`src/rtl/vo_rom_reader.sv`:
```
// vo_rom_reader: read-side sequencer for the 256x8 vowel/phoneme ROM.
// It walks a contiguous address run and allows for the ROM's one-cycle
// registered read. Returned bytes are buffered in a small FIFO and streamed
// downstream on a valid/ready interface.
module vo_rom_reader #(
  parameter int AW    = 8,
  parameter int DW    = 8,
  parameter int DEPTH = 4
) (
  input  logic          CS,
  input  logic          cen,
  input  logic          start,
  input  logic [AW-1:0] start_addr,
  input  logic [AW-1:0] length,
  input  logic          abort,
  output logic [AW-1:0] rom_add,
  input  logic [DW-1:0] rom_data,
  output logic [DW-1:0] smp_data,
  output logic          smp_valid,
  input  logic          smp_ready,
  output logic          busy,
  output logic          done
);

  localparam int PW = (DEPTH > 1) ? $clog2(DEPTH) : 1;
  localparam int CW = PW + 1;
  localparam logic [CW-1:0] DEPTH_C  = CW'(DEPTH);
  localparam logic [PW-1:0] PTR_ONE  = PW'(1);
  localparam logic [CW-1:0] CNT_ONE  = CW'(1);
  localparam logic [AW-1:0] ADDR_ONE = AW'(1);

  typedef enum logic [1:0] {
    IDLE  = 2'd0,
    FETCH = 2'd1,
    DRAIN = 2'd2,
    FIN   = 2'd3
  } state_e;

  state_e        state_q;
  logic [AW-1:0] rom_add_q;
  logic [AW-1:0] remaining_q;
  logic          pend_q;
  logic [DW-1:0] mem_q [DEPTH];
  logic [PW-1:0] wr_ptr_q;
  logic [PW-1:0] rd_ptr_q;
  logic [CW-1:0] count_q;
  logic [DW-1:0] smp_data_q;
  logic          smp_valid_q;
  logic          busy_q;
  logic          done_q;

  logic          credit_s;
  logic          issue_s;
  logic          wr_s;
  logic          rd_s;
  logic [PW-1:0] rd_ptr_d;
  logic [CW-1:0] count_d;
  logic [DW-1:0] head_s;

  // Issue credit, FIFO write/read strobes, next occupancy and next head sample.
  always_comb begin
    credit_s = 1'b0;
    issue_s  = 1'b0;
    wr_s     = 1'b0;
    rd_s     = 1'b0;
    rd_ptr_d = rd_ptr_q;
    count_d  = count_q;
    head_s   = mem_q[rd_ptr_q];

    // Reserve a FIFO slot for the read already in flight so a capture can never overflow.
    credit_s = (count_q + {{(CW-1){1'b0}}, pend_q}) < DEPTH_C;
    issue_s  = (state_q == FETCH) && !abort && (remaining_q != {AW{1'b0}}) && credit_s;
    wr_s     = pend_q && !abort;
    rd_s     = smp_valid_q && smp_ready && !abort;

    if (rd_s) begin
      rd_ptr_d = rd_ptr_q + PTR_ONE;
    end else begin
      rd_ptr_d = rd_ptr_q;
    end

    case ({wr_s, rd_s})
      2'b10:   count_d = count_q + CNT_ONE;
      2'b01:   count_d = count_q - CNT_ONE;
      default: count_d = count_q;
    endcase

    // The byte being written becomes the head when it lands in the slot the read pointer moves to.
    if (wr_s && (rd_ptr_d == wr_ptr_q)) begin
      head_s = rom_data;
    end else begin
      head_s = mem_q[rd_ptr_d];
    end
  end

  // Sequencer FSM, FIFO storage and registered outputs.
  always_ff @(posedge CS or negedge cen) begin
    if (!cen) begin
      state_q     <= IDLE;
      rom_add_q   <= {AW{1'b0}};
      remaining_q <= {AW{1'b0}};
      pend_q      <= 1'b0;
      wr_ptr_q    <= {PW{1'b0}};
      rd_ptr_q    <= {PW{1'b0}};
      count_q     <= {CW{1'b0}};
      smp_data_q  <= {DW{1'b0}};
      smp_valid_q <= 1'b0;
      busy_q      <= 1'b0;
      done_q      <= 1'b0;
      for (int i = 0; i < DEPTH; i++) begin
        mem_q[i] <= {DW{1'b0}};
      end
    end else if (abort && (state_q != IDLE)) begin
      // Cancel: flush buffered and in-flight data, keep rom_add where it stopped.
      state_q     <= IDLE;
      pend_q      <= 1'b0;
      wr_ptr_q    <= {PW{1'b0}};
      rd_ptr_q    <= {PW{1'b0}};
      count_q     <= {CW{1'b0}};
      smp_valid_q <= 1'b0;
      busy_q      <= 1'b0;
      done_q      <= 1'b0;
    end else begin
      pend_q   <= issue_s;
      rd_ptr_q <= rd_ptr_d;
      count_q  <= count_d;
      done_q   <= (state_q == FIN);

      if (wr_s) begin
        mem_q[wr_ptr_q] <= rom_data;
        wr_ptr_q        <= wr_ptr_q + PTR_ONE;
      end else begin
        wr_ptr_q <= wr_ptr_q;
      end

      smp_valid_q <= (count_d != {CW{1'b0}});
      if (count_d != {CW{1'b0}}) begin
        smp_data_q <= head_s;
      end else begin
        smp_data_q <= smp_data_q;
      end

      case (state_q)
        IDLE: begin
          if (start && !abort) begin
            busy_q <= 1'b1;
            if (length == {AW{1'b0}}) begin
              state_q <= FIN;
            end else begin
              remaining_q <= length;
              rom_add_q   <= start_addr;
              state_q     <= FETCH;
            end
          end else begin
            busy_q <= 1'b0;
          end
        end
        FETCH: begin
          busy_q <= 1'b1;
          if (issue_s) begin
            rom_add_q   <= rom_add_q + ADDR_ONE;
            remaining_q <= remaining_q - ADDR_ONE;
            if (remaining_q == ADDR_ONE) begin
              state_q <= DRAIN;
            end else begin
              state_q <= FETCH;
            end
          end else begin
            state_q <= FETCH;
          end
        end
        DRAIN: begin
          busy_q <= 1'b1;
          if (!pend_q && (count_q == {CW{1'b0}})) begin
            state_q <= FIN;
          end else begin
            state_q <= DRAIN;
          end
        end
        FIN: begin
          busy_q  <= 1'b0;
          state_q <= IDLE;
        end
        default: begin
          busy_q  <= 1'b0;
          state_q <= IDLE;
        end
      endcase
    end
  end

  assign rom_add   = rom_add_q;
  assign smp_data  = smp_data_q;
  assign smp_valid = smp_valid_q;
  assign busy      = busy_q;
  assign done      = done_q;

endmodule

```
`config.mk`:
```
export PLATFORM = sky130hd
export DESIGN_NAME = vo_rom_reader
export DESIGN_NICKNAME = d
export VERILOG_FILES = /design/src/rtl/vo_rom_reader.sv
export SDC_FILE = /design/constraint.sdc
export NUM_CORES = 1
export LEC_CHECK = 0
export ABC_CLOCK_PERIOD_IN_PS = 4000
export CAP_MARGIN = 20
export CORE_MARGIN = 2
export CORE_UTILIZATION = 35
export CTS_CLUSTER_SIZE = 20
export DETAILED_ROUTE_END_ITERATION = 8
export DONT_BUFFER_PORTS = 1
export GPL_TIMING_DRIVEN = 0
export HOLD_SLACK_MARGIN = 0.03
export PLACE_DENSITY_LB_ADDON = 0.2
export REMOVE_ABC_BUFFERS = 1
export SLEW_MARGIN = 20
export SYNTH_ARGS = -nofsm -noshare
export SYNTH_HDL_FRONTEND = slang
export SYNTH_SLANG_ARGS = --single-unit
```
`constraint.sdc`:
```
create_clock -name CS -period 4 [get_ports CS]
set_clock_uncertainty 0.1 [all_clocks]
set_input_delay 0.8 -clock CS [delete_from_list [all_inputs] [get_ports CS]]
set_output_delay 0.8 -clock CS [all_outputs]
set_load 0.005 [all_outputs]
```
==> impl_table.tex <==
\begin{tabular}{lr}
\hline
Metric & Value \\
\hline
\multicolumn{2}{l}{\textbf{Run}} \\
\quad Number of max-cap violations & 0 \\
\multicolumn{2}{l}{\textbf{Logic synthesis}} \\
\quad Cell Area, Synth & approximately 4000 um2 \\
\quad Seq/Total Area, Yosys & a little over two fifths \\
\quad Post-synth top flop & dfrtp\_1 \\
\quad Register bit count reported by yosys & 69 \\
\quad Largest cells by area after synthesis & dfrtp\_1 (43\%), mux2\_2 (11\%), ha\_1 (4.1\%) \\
\quad Synth warnings & 0 \\
\quad Share of flip-flops with an asynchronous set or reset & 100\% \\
\quad Mean post-synth cell area & 10.0 um2 \\
\quad Count of distinct cell types in the synthesized netlist & 59 \\
\quad Number of flops mapped to enable cells by yosys & 0 \\
\quad Top cell type by total area after synthesis & dfrtp\_1 \\
\quad Fraction of synthesized cell area taken by the top area cell type & 43.1\% \\
\quad Post-Syn Instances & 399 \\
\multicolumn{2}{l}{\textbf{Drt}} \\
\quad Top sig layer & met4 \\
\quad Met2 routed WL & 4440 um \\
\quad Number of nets still failing antenna checks after routing & 0 \\
\quad Post-detailed-route wirelength per cell & about 17 um \\
\quad Routed vias & 2987 \\
\quad Pre-Repair DR Iteration Count & 4 \\
\quad Met3 routed wirelength & between 400 and 500 um \\
\quad Drt total wl & 9200 um \\
\quad Initial DRC Count & 207 \\
\quad Metal1 wirelength & 4180 um \\
\quad Post-route DRC violation count & 0 \\
\quad Routed via count divided by cell count & 5.56 \\
\multicolumn{2}{l}{\textbf{Timing}} \\
\quad Top achievable clock speed & 280 MHz \\
\quad RSZ-0062 raised after global routing & no \\
\quad Time the final worst path needs with I/O delays and setup & $\sim$3600 ps \\
\quad Share of the clock period used by the worst path & 89.4\% \\
\quad Number of hold violations in the final report & 0 \\
\quad Final number of setup-violating endpoints & 0 \\
\quad Worst slew slack as a fraction of its limit & 27.6\% \\
\quad Total Neg Setup Slack & 0 ps \\
\quad Tightest Pin Transition & 1090 ps \\
\quad Count of final max-slew check failures & 0 \\
\multicolumn{2}{l}{\textbf{Clock tree}} \\
\quad Clock buffers created by TritonCTS & 9 \\
\quad Clock tree from TritonCTS & built \\
\quad Clock transition at path regs & 60 ps \\
\quad Clock Root Buffer & clkbuf\_16 \\
\quad Number of cells upsized or downsized after cts & 0 \\
\quad Clock latency of the later-clocked register in the worst-skew pair & between 300 and 400 ps \\
\quad Count of H-tree levels built during CTS & 3 \\
\quad Maximum buffer depth of the clock tree & 2 \\
\quad Sink Count & a little under 70 \\
\multicolumn{2}{l}{\textbf{Setup path}} \\
\quad Setup Crit Path Kind & in -> reg \\
\quad Required time reported for the critical path endpoint & 4120 ps \\
\quad R2R Path Start & smp\_valid \\
\quad Launching element type of the critical path & primary input \\
\quad Critical path arrival & 3690 ps \\
\quad Biggest fanout along the worst timing path & 35 \\
\quad Reg-to-Reg End & smp\_data[4] \\
\quad Biggest cell delay along the critical path & between 400 and 500 ps \\
\quad Capturing element type of the critical path & register \\
\quad Cell at the slowest stage of the critical path & nand3b\_1 \\
\quad Worst setup slack for register-to-register paths & $\sim$480 ps \\
\quad R2R depth & 11 \\
\quad Most Frequent Cell on Critical Path & xnor2\_1 \\
\quad Cell-by-cell listing of the critical path & nand3b\_1, inv\_2, ha\_1, fa\_1, xnor2\_1, xnor2\_1, nor4b\_1, a211oi\_4, buf\_4, nor2\_1, a21oi\_1 \\
\multicolumn{2}{l}{\textbf{Floorplanning}} \\
\quad I/O pin total & 48 \\
\quad Row Count & 39 \\
\quad Chip Height & $\sim$110 um \\
\quad Floorplan Core Area & 11300 um2 \\
\quad X dimension of the die & 111 um \\
\quad Total die area & around 12000 um2 \\
\quad Initial Util & 35.5\% \\
\multicolumn{2}{l}{\textbf{Hold path}} \\
\quad Hold WC Path Type & in -> async \\
\multicolumn{2}{l}{\textbf{Placed design}} \\
\quad Weighted congestion at the end of routability-driven global placement & just under 0.8 \\
\quad Input/output buffers & 0 \\
\quad Area after detailed placement & 4080 um2 \\
\quad Detail Placement HPWL & 6040 um \\
\multicolumn{2}{l}{\textbf{Global route}} \\
\quad Number of global-route vias before repair & 3038 \\
\quad Remaining global-route overflow & 0 \\
\quad Number of antenna violations at the first check in global routing & 0 \\
\quad Global-route wire length before repair & 15500 um \\
\quad Global-route usage over all layers & 15.8\% \\
\quad Pin count of the biggest net entering global routing & 70 \\
\multicolumn{2}{l}{\textbf{Layout}} \\
\quad Layout cells sized above 1 & roughly 16\% \\
\quad Final Instance Area & 4400 um2 \\
\quad Antenna diode count & 0 \\
\quad Total number of nets in the final design & around 430 \\
\quad Fill cells & around 1100 \\
\quad Synth-to-Final Area Change & 9.75\% \\
\multicolumn{2}{l}{\textbf{Pwr}} \\
\quad Total Power Consumption & about 3.3 mW \\
\quad Worst IR drop on VDD & 0.284 mV \\
\quad Leakage Power & 1.87 nW \\
\quad Power density of the placed cells & 758 nW/um2 \\
\multicolumn{2}{l}{\textbf{Run status}} \\
\quad Run status & finished, final reports clean \\
\hline
\end{tabular}
## logic make-up (layout without fill, tap and decap cells)
logic type / count (synthesis) / count (layout) / synth area share (%)
and+or+nand+nor: 124 / 124 / 15.7
AOI/OAI and AO/OA: 95 / 95 / 16.2
DFF: 69 / 69 / 43.1
muxes: 54 / 54 / 14.7
buffers and inverters: 36 / 31 / 4.12
adders and majority gates: 14 / 14 / 4.56
xor gates and xnor gates: 7 / 7 / 1.53
## power breakdown
| part | internal [mW] | leakage, nW | switching [mW] |
|---|---|---|---|
| Clock | 0.501 | 0.142 | 0.305 |
| Sequential | 0.992 | 0.874 | 0.335 |
| Combinational | 0.598 | 0.850 | 0.602 |
## cell type report
| cell class | instances | area, um2 | area share, % |
|---|---|---|---|
| repair buffers | 2 | 15.0 | 0.342 |
| flip-flops and latches | 69 | 1730 | 39.3 |
| clock inverters | 5 | 58.8 | 1.34 |
| multi-input cells | 294 | 2120 | 48.2 |
| well taps | 143 | 179 | 4.07 |
| inverters | 13 | 51.3 | 1.17 |
| clock buffers | 11 | 243 | 5.52 |
## synth_stat cells, types with 9 or more instances
cell type,n
o221ai_1,9
mux2_2,40
inv_1,11
a21oi_1,30
nand3_1,11
o31ai_1,10
clkbuf_1,16
nor3_1,15
ha_1,13
mux2i_1,14
nor2_1,33
nand2_1,27
dfrtp_1,69
## worst max path at each step
| stage | slack, ps | endpoint | startpoint |
|---|---|---|---|
| 4_1_cts | 170 | smp_data[1] | smp_ready |
| 3_5_place_dp | -160 | smp_data[1] | smp_ready |
| 5_1_grt | 180 | smp_data[1] | smp_ready |
| 6_report | 420 | smp_data[4] | abort |
| 2_1_floorplan | 530 | smp_data[0] | abort |
| 3_3_place_gp | -450 | smp_data[2] | smp_ready |
## timing repair
item / CTS / global route
buffers inserted: 0 / 2
setup endpoints to repair: 0 / 8
hold buffers: 0 / 0
## sequential cells by signal (all words and copies together), names as in the netlist
name,cells
busy,1
count_q,3
done,1
mem_q,32
pend_q,1
rd_ptr_q,2
remaining_q,8
rom_add,8
smp_data,8
smp_valid,1
state_q,2
wr_ptr_q,2
## stage by stage
| step | hold WS, ps | setup slack (ps) | std cells | utilization (%) |
|---|---|---|---|---|
| final | 59.9 | 425 | 537 | 39.0 |
| after global routing | 39.5 | 181 | 537 | 39.0 |
| after CTS | 44.8 | 172 | 535 | 38.9 |
| after detailed placement | 388 | -158 | 519 | 36.2 |
| after global placement | 381 | -447 | 519 | 36.1 |
| after floorplan | 374 | 531 | 376 | - |
## critical path: cells and delay by family
kind	cells	cell delay, ps
buffers and inverters	2	640
AOI/OAI and AO/OA	2	110
and+or+nand+nor	3	990
adders and majority gates	2	750
xor gates and xnor gates	2	390
## cells in the final DEF, fill, tap and decap left out, types with 2 or more instances in the layout
cell and instances:
a21o_1 2, nand3_1 11, dfrtp_1 68, nor4_1 5, a22oi_1 5, inv_1 11
a22o_1 2, o22ai_1 5, o221ai_1 9, nand3b_1 8, clkbuf_16 9, nand4_1 2
nor3_1 15, nand2b_1 2, mux2i_1 14, nor3b_1 2, o21ai_0 7, o31ai_1 10
clkinvlp_4 2, xor2_1 2, or3_1 3, nor2_1 33, mux2_2 40, buf_4 2
nor2b_1 4, a21oi_1 30, and3_1 2, or4_1 3, xnor2_1 5, o31a_1 7
ha_1 13, nand2_1 27, o211ai_1 4
## routing by layer
metal	GRT usage, %	vias to the layer above
met2	26.1	69
met3	4.92	8
met5	0	-
met1	19.6	1457
li1	-	1453
met4	5.75	0
Note: power is estimated with default switching activity, not from simulation.
